$ cat config.mk
export PLATFORM = sky130hd
export DESIGN_NAME = pipe_hazard_ctrl
export DESIGN_NICKNAME = d
export VERILOG_FILES = /design/src/rtl/pipe_hazard_ctrl.sv
export SDC_FILE = /design/constraint.sdc
export NUM_CORES = 1
export LEC_CHECK = 0
export CAP_MARGIN = 20
export CORE_ASPECT_RATIO = 0.7
export CORE_UTILIZATION = 40
export CTS_CLUSTER_SIZE = 40
export DETAILED_ROUTE_END_ITERATION = 8
export PLACE_DENSITY_LB_ADDON = 0.08
export RECOVER_POWER = 25
export SLEW_MARGIN = 20
export SYNTH_ARGS = -nofsm -noshare
export SYNTH_HDL_FRONTEND = slang
export SYNTH_SLANG_ARGS = --single-unit
$ cat constraint.sdc
create_clock -name clk_i -period 2.2 [get_ports clk_i]
set_input_delay 0.44 -clock clk_i [delete_from_list [all_inputs] [get_ports clk_i]]
set_output_delay 0.44 -clock clk_i [all_outputs]
set_load 0.03 [all_outputs]
$ cat src/rtl/pipe_hazard_ctrl.sv
// Hazard, stall and forwarding controller for the 5-stage OTTER pipeline.
// A shift-register scoreboard tracks in-flight register writes past EX. It
// drives the stage enables and flushes, and the EX operand forward selects.
module pipe_hazard_ctrl #(
  parameter int unsigned RA_W      = 5,
  parameter int unsigned FWD_DEPTH = 2,
  parameter int unsigned LOAD_LAT  = 2,
  parameter int unsigned CNT_W     = 32,
  localparam int unsigned SEL_W    = $clog2(FWD_DEPTH + 1)
) (
  input  logic             clk_i,
  input  logic             rst_i,
  input  logic             imem_valid_i,
  input  logic             dmem_valid_i,
  input  logic [RA_W-1:0]  de_rs1_i,
  input  logic [RA_W-1:0]  de_rs2_i,
  input  logic             de_rs1_used_i,
  input  logic             de_rs2_used_i,
  input  logic             ex_valid_i,
  input  logic [RA_W-1:0]  ex_rs1_i,
  input  logic [RA_W-1:0]  ex_rs2_i,
  input  logic [RA_W-1:0]  ex_wa_i,
  input  logic             ex_reg_write_i,
  input  logic             ex_is_load_i,
  input  logic             br_taken_i,
  output logic             if_en_o,
  output logic             de_en_o,
  output logic             ex_en_o,
  output logic             mem_en_o,
  output logic             wb_en_o,
  output logic             de_flush_o,
  output logic             ex_flush_o,
  output logic [SEL_W-1:0] rs1_sel_o,
  output logic [SEL_W-1:0] rs2_sel_o,
  output logic [CNT_W-1:0] cnt_mem_stall_o,
  output logic [CNT_W-1:0] cnt_load_stall_o,
  output logic [CNT_W-1:0] cnt_squash_o
);

  // Bit p-1 of each vector describes scoreboard position p (1 = EX/MEM).
  logic [FWD_DEPTH-1:0]           sb_v_q;
  logic [FWD_DEPTH-1:0]           sb_ld_q;
  logic [FWD_DEPTH-1:0][RA_W-1:0] sb_wa_q;

  logic [CNT_W-1:0] cnt_mem_stall_q, cnt_load_stall_q, cnt_squash_q;

  logic mstall, luse, ex_writes;

  // Smallest (youngest) matching position wins; x0 never forwards.
  function automatic logic [SEL_W-1:0] fwd_sel(input logic [RA_W-1:0]                rs,
                                                input logic [FWD_DEPTH-1:0]           v,
                                                input logic [FWD_DEPTH-1:0][RA_W-1:0] wa);
    logic [SEL_W-1:0] sel;
    sel = '0;
    if (rs != '0) begin
      for (int p = FWD_DEPTH; p >= 1; p--) begin
        if (v[p-1] && wa[p-1] == rs) sel = SEL_W'(p);
      end
    end
    return sel;
  endfunction

  // Stall if the youngest producer of rs is a load whose data is not yet
  // forwardable by the time the consumer reaches EX.
  function automatic logic src_luse(input logic [RA_W-1:0]                rs,
                                    input logic                           used,
                                    input logic                           exw,
                                    input logic [RA_W-1:0]                exwa,
                                    input logic                           exld,
                                    input logic [FWD_DEPTH-1:0]           v,
                                    input logic [FWD_DEPTH-1:0][RA_W-1:0] wa,
                                    input logic [FWD_DEPTH-1:0]           ld);
    logic hit, haz;
    hit = 1'b0;
    haz = 1'b0;
    if (used && rs != '0) begin
      if (exw && exwa == rs) begin
        hit = 1'b1;
        haz = exld && (LOAD_LAT > 1);
      end
      for (int p = 1; p <= FWD_DEPTH; p++) begin
        if (!hit && v[p-1] && wa[p-1] == rs) begin
          hit = 1'b1;
          haz = ld[p-1] && ((p + 1) < int'(LOAD_LAT));
        end
      end
    end
    return haz;
  endfunction

  assign ex_writes = ex_valid_i & ex_reg_write_i;
  assign mstall    = ~(imem_valid_i & dmem_valid_i);
  assign rs1_sel_o = fwd_sel(ex_rs1_i, sb_v_q, sb_wa_q);
  assign rs2_sel_o = fwd_sel(ex_rs2_i, sb_v_q, sb_wa_q);
  assign luse = src_luse(de_rs1_i, de_rs1_used_i, ex_writes, ex_wa_i, ex_is_load_i,
                         sb_v_q, sb_wa_q, sb_ld_q)
              | src_luse(de_rs2_i, de_rs2_used_i, ex_writes, ex_wa_i, ex_is_load_i,
                         sb_v_q, sb_wa_q, sb_ld_q);

  // Prioritised enable/flush decode: memory stall, branch, load-use, run.
  always_comb begin
    if_en_o    = 1'b1;
    de_en_o    = 1'b1;
    ex_en_o    = 1'b1;
    mem_en_o   = 1'b1;
    wb_en_o    = 1'b1;
    de_flush_o = 1'b0;
    ex_flush_o = 1'b0;
    if (mstall) begin
      // A taken branch stays held in EX and is flushed once the stall clears.
      if_en_o  = 1'b0;
      de_en_o  = 1'b0;
      ex_en_o  = 1'b0;
      mem_en_o = 1'b0;
      wb_en_o  = 1'b0;
    end else if (br_taken_i) begin
      de_flush_o = 1'b1;
      ex_flush_o = 1'b1;
    end else if (luse) begin
      if_en_o    = 1'b0;
      de_en_o    = 1'b0;
      ex_flush_o = 1'b1;
    end
  end

  // Scoreboard shifts whenever the pipeline advances past EX.
  always_ff @(posedge clk_i) begin
    if (rst_i) begin
      sb_v_q  <= '0;
      sb_ld_q <= '0;
      sb_wa_q <= '0;
    end else if (mem_en_o) begin
      for (int k = FWD_DEPTH - 1; k >= 1; k--) begin
        sb_v_q[k]  <= sb_v_q[k-1];
        sb_ld_q[k] <= sb_ld_q[k-1];
        sb_wa_q[k] <= sb_wa_q[k-1];
      end
      sb_v_q[0]  <= ex_writes & (ex_wa_i != '0);
      sb_ld_q[0] <= ex_is_load_i;
      sb_wa_q[0] <= ex_wa_i;
    end
  end

  // Wrapping hazard event counters.
  always_ff @(posedge clk_i) begin
    if (rst_i) begin
      cnt_mem_stall_q  <= '0;
      cnt_load_stall_q <= '0;
      cnt_squash_q     <= '0;
    end else if (mstall) begin
      cnt_mem_stall_q <= cnt_mem_stall_q + 1'b1;
    end else if (br_taken_i) begin
      cnt_squash_q <= cnt_squash_q + 1'b1;
    end else if (luse) begin
      cnt_load_stall_q <= cnt_load_stall_q + 1'b1;
    end
  end

  assign cnt_mem_stall_o  = cnt_mem_stall_q;
  assign cnt_load_stall_o = cnt_load_stall_q;
  assign cnt_squash_o     = cnt_squash_q;

endmodule

Word-level counts from Yosys, hierarchy flattened
Cells that the tools add are included.
- bits in registers: 108
- input port bits: 35
- output and inout bits: 107
- word-level logic and storage cells: 82
- add/subtract/negate cells: 3
- equal/unequal tests: 10
- mux-type cells: 31
- bitwise logic cells: 5
- reduce and logical (&&, ||, !) cells: 27
- operators by type and width (cell ; number):
    adder 32 x 1 -> 32 bit, second input constant ; 3
    equality test 5 bit ; 10
    two-way mux 1 bit ; 25
    nonzero test 5 bit ; 5
    logical AND 1 bit ; 16
    two-way mux 2 bit ; 6
    logical NOT 1 bit ; 4
    bitwise AND 1 bit ; 3
    AND reduction 3 bit ; 1
    AND reduction 2 bit ; 1
    inverter 1 bit ; 1
    OR 1 bit ; 1

Depth between registers and ports, before layout
- word-level depth: 18
- depth in mapped cells: 8
- gate-level depth less buffers: 7

Least setup slack after synthesis
Ideal clock, no wire load.
- path kind: input -> output
- start: in de_rs1_i[0]
- end: out if_en_o
- arrival: 2.003 ns
- required time: 1.760 ns
- path slack: -0.243 ns
- stages: 8
- path buffers: 2
- path through: nor4_1 > o21a_1 > nor4_4 > nor2_1 > buf_2 > nor2_1 > nor2_1 > buf_4
- longest elaborated chain between the ends: 18
- elaborated cells on any way between the ends: 24
- those cells by class: eq/ne (3); mux (11); bitwise (1); reduce/logical (9)
- RTL lines (element ; RTL line ; RTL):
    from (decl) ; 15 ; input logic [RA_W-1:0] de_rs1_i,
    equality test 5 bit ; 77 ; if (exw && exwa == rs) begin
    logical AND 1 bit ; 77 ;
    two-way mux 1 bit ; 77 ;
    two-way mux 1 bit ; 76 ; if (used && rs != '0) begin
    logical NOT 1 bit ; 82 ; if (!hit && v[p-1] && wa[p-1] == rs) begin
    logical AND 1 bit (2 in a row) ; 82 ;
    two-way mux 1 bit ; 82 ;
    two-way mux 1 bit ; 76 ;
    logical NOT 1 bit ; 82 ;
    logical AND 1 bit (2 in a row) ; 82 ;
    two-way mux 1 bit ; 82 ;
    two-way mux 1 bit * ; 76 ;
    OR 1 bit * ; 97 ; | src_luse(de_rs2_i, de_rs2_used_i, ex_writes, ex_wa_i, ex_is_load_i,
    two-way mux 1 bit * (3 in a row) ; -- ;
    to (decl) ; 26 ; output logic if_en_o,
Every way passes the cells marked *; elsewhere a longest branch is shown, timed or not. The select of a mux whose other input is x is not followed.

Worst setup path in the final report
- start: in ex_wa_i[0]
- end: out ex_flush_o
- longest elaborated chain between the ends: 18
- elaborated cells on any way between the ends: 36
- those cells by class: eq/ne (2); mux (19); bitwise (1); reduce/logical (14)
- RTL lines (element ; RTL line ; RTL):
    from (decl) ; 22 ; input logic [RA_W-1:0] ex_wa_i,
    equality test 5 bit ; 77 ;
    logical AND 1 bit ; 77 ;
    two-way mux 1 bit ; 77 ;
    two-way mux 1 bit ; 76 ;
    logical NOT 1 bit ; 82 ;
    logical AND 1 bit (2 in a row) ; 82 ;
    two-way mux 1 bit ; 82 ;
    two-way mux 1 bit ; 76 ;
    logical NOT 1 bit ; 82 ;
    logical AND 1 bit (2 in a row) ; 82 ;
    two-way mux 1 bit ; 82 ;
    two-way mux 1 bit ; 76 ;
    OR 1 bit * ; 97 ;
    two-way mux 1 bit * ; 119 ; end else if (luse) begin
    two-way mux 1 bit * ; 116 ; end else if (br_taken_i) begin
    two-way mux 1 bit * ; 109 ; if (mstall) begin
    to (decl) ; 32 ; output logic ex_flush_o,
Marks and branches as above.

==> out/results.ini <==
[grt]
antenna_found_initial = 0
grt_pass1_vias = 5127
track_usage_pct = 22.4
grt_max_degree = 57
grt_pass1_wl_um = 24700
grt_overflow = 0

[worst_hold_path]
hold_path_depth = 4
hp-class = in -> reg

[worst_setup_path]
cpMaxStageDelayCell = nor4b_4
crit_type = in -> out
end_kind = primary output
start_kind = input port
worstPathMaxFanout = 3
r2r_cells = 6
crit_top_cell = buf_4
cpPeakStageDelay_ns = 0.35
arrival_ns = 1.70
crit_chain = buf_4 > xnor2_2 > nand4_1 > nor4b_4 > buf_4 > nor3_2 > nor2_1 > buf_4
required_ns = 1.76

[floorplanning]
die_w_um = 138
num_rows = 34
top_level_ports = 142
die-area_mm2 = 0.0135
start_util_pct = 41.5
fp.dieH_um = 97.4
fp.coreArea_mm2 = 0.0125

[routing]
vias = 5221
drc_errors = 14
ant_nets = 0
vias_per_cell = 5.31
first_pass_iters = 7
wl_per_cell_um = 14.9
drt_iter0_drc = 289
finalWirelength_um = 14700

[power]
leakage_nw = 2.72
irDropWorstVdd_uv = 418
cellPowerDensity_mw_per_mm2 = 507

[synthesis]
synth_top_area_share_pct = 41.5
syn_area_per_cell_um2 = 8.25
synth_top_cell_by_area = dfxtp_1
ys_async_sr_fraction_pct = 0
synth_edf_count = 0
synth.distinct_cells = 45
synth_nets = 669
synthTopCellsByArea = dfxtp_1, xor2_1, xnor2_1
ys.flop_type = dfxtp_1
yosysWarnings = 0
netlist_instances = 631
synth_area_mm2 = 0.00520
yosysSeqAreaShare_pct = 41.5
ys_ff_latch = 108

[finish]
num-fill-cells = 1157
design_area_mm2 = 0.00746
final_cell_mix = dfxtp_1, clkdlybuf4s50_1, nand2_1
finish.utilization_pct = 59.4
synthToLayoutAreaGrowth_pct = 43.3
antennaDiodeCount = 0
drive_gt1_share_pct = 15.8
final_nets = 855
layout_commonest_cell = dfxtp_1

[cts]
cts_root_buffer = clkbuf_16
numCtsBuffers = 9
clock-sinks = 108
htreeDepth = 3
cts_tree = yes
cts.clk_slew.worst_paths_ns = 0.07
worstSkewPairLatency_ns = 0.35
clk_path_buf_depth = 2

[placement]
routabilityCongestion = 0.875
dpl.hpwl_um = 10700
post_dp_cell_area_mm2 = 0.00712
io_buffers = 141

[sta]
slew_viol_final = 0
setup_viol = 0
fin_crit_ns = 2.14
timing.hold.ws_ns = 0.474
worst_pin_slew_ns = 0.617
timing.fmax_ghz = 0.467
maxSlewHeadroom_pct = 58.9
fin_crit_sh_pct = 97.3
fin_skew_ns = 0.0100
hold_violations = 0
rsz0062_at_grt = false

[flow_run]
drv_cap = 0

[status]
violations = DRC
status = finished, violations left

area by class of cell:
cell class | instances | area, µm² | area share [%]
Clock buffer | 11 | 233 | 3.12
Clock inverter | 5 | 36.3 | 0.487
Inverter | 9 | 33.8 | 0.453
Multi-Input combinational cell | 488 | 3030 | 40.6
Sequential cell | 108 | 2170 | 29.1
Tap cell | 162 | 203 | 2.72
Timing Repair Buffer | 201 | 1760 | 23.6
Yosys cell counts, drive strengths merged, types with 2 or more instances:
library cell	number
o211ai	3
a21oi	50
clkbuf	17
a211oi	2
o21a	3
nor3	13
and4	10
nor2b	3
nand4	20
nor2	77
and3	17
dfxtp	108
nor4b	3
nand3	29
nor4	7
nand2b	3
nand2	75
buf	9
o21ai	29
or3	26
xnor2	35
ha	3
or2	2
o2111ai	2
xor2	46
inv	9
o31ai	9
and2	2
or4	12
path summary, 6_finish.rpt:
path | slack [ns] | end | start
min | 0.47 | sb_wa_q[2] | ex_wa_i[2]
min reg2reg | 0.49 | sb_v_q[1] | sb_v_q[1]
max reg2reg | 0.17 | cnt_mem_stall_o[27] | cnt_mem_stall_o[15]
max | 0.06 | ex_flush_o | ex_wa_i[0]
registers in the layout, indices dropped and copies added (netlist names):
name,cells
cnt_load_stall_o,32
sb_wa_q,10
sb_v_q,2
cnt_squash_o,32
cnt_mem_stall_o,32
logic make-up (layout without fill, tap and decap cells):
| kind of cell | count (synthesis) | after routing | synth area share, % |
|---|---|---|---|
| and+or+nand+nor | 302 | 302 | 30.2 |
| DFF | 108 | 108 | 41.5 |
| AOI/OAI and AO/OA | 100 | 100 | 10.7 |
| xor gates and xnor gates | 81 | 81 | 13.6 |
| buffers and inverters | 35 | 226 | 2.81 |
| adders and majority gates | 3 | 3 | 0.721 |
| muxes | 2 | 2 | 0.409 |
metrics by stage:
stage / setup WS, ns / TNS, ns / power, W / cells
after floorplan: -0.0187 / -0.0187 / 0.00216 / 631
after global placement: -0.447 / -14.07 / 0.00232 / 965
after detailed placement: -0.541 / -16.83 / 0.00232 / 965
after CTS: 0.0130 / 0 / 0.00382 / 984
after global routing: 0.000328 / 0 / 0.00392 / 984
final: 0.0598 / 0 / 0.00378 / 984
report_power, final:
part           internal, W  switching [W]
sequential         0.00197      0.0000177
combinational     0.000132       0.000166
clock             0.000772       0.000726
per-layer routing:
metal	vias to the layer above	track usage (%)	part of all wire [%]
met5	-	0	0
met4	0	7.35	1.6
met3	20	4.98	5.0
met2	139	36.9	46
met1	2471	29.1	47
li1	2591	-	-
worst max-delay path, delay by kind of cell:
kind | cells | cell delay, ns
and+or+nand+nor | 4 | 0.65
xor gates and xnor gates | 1 | 0.15
buffers and inverters | 3 | 0.46
repair_timing:
action,CTS,global route
setup buffers,3,0
gates resized for setup,77,27
setup endpoints to repair,35,29
hold buffers,0,0
pin swaps,19,15
No activity file was read; power rests on OpenSTA's default activity.
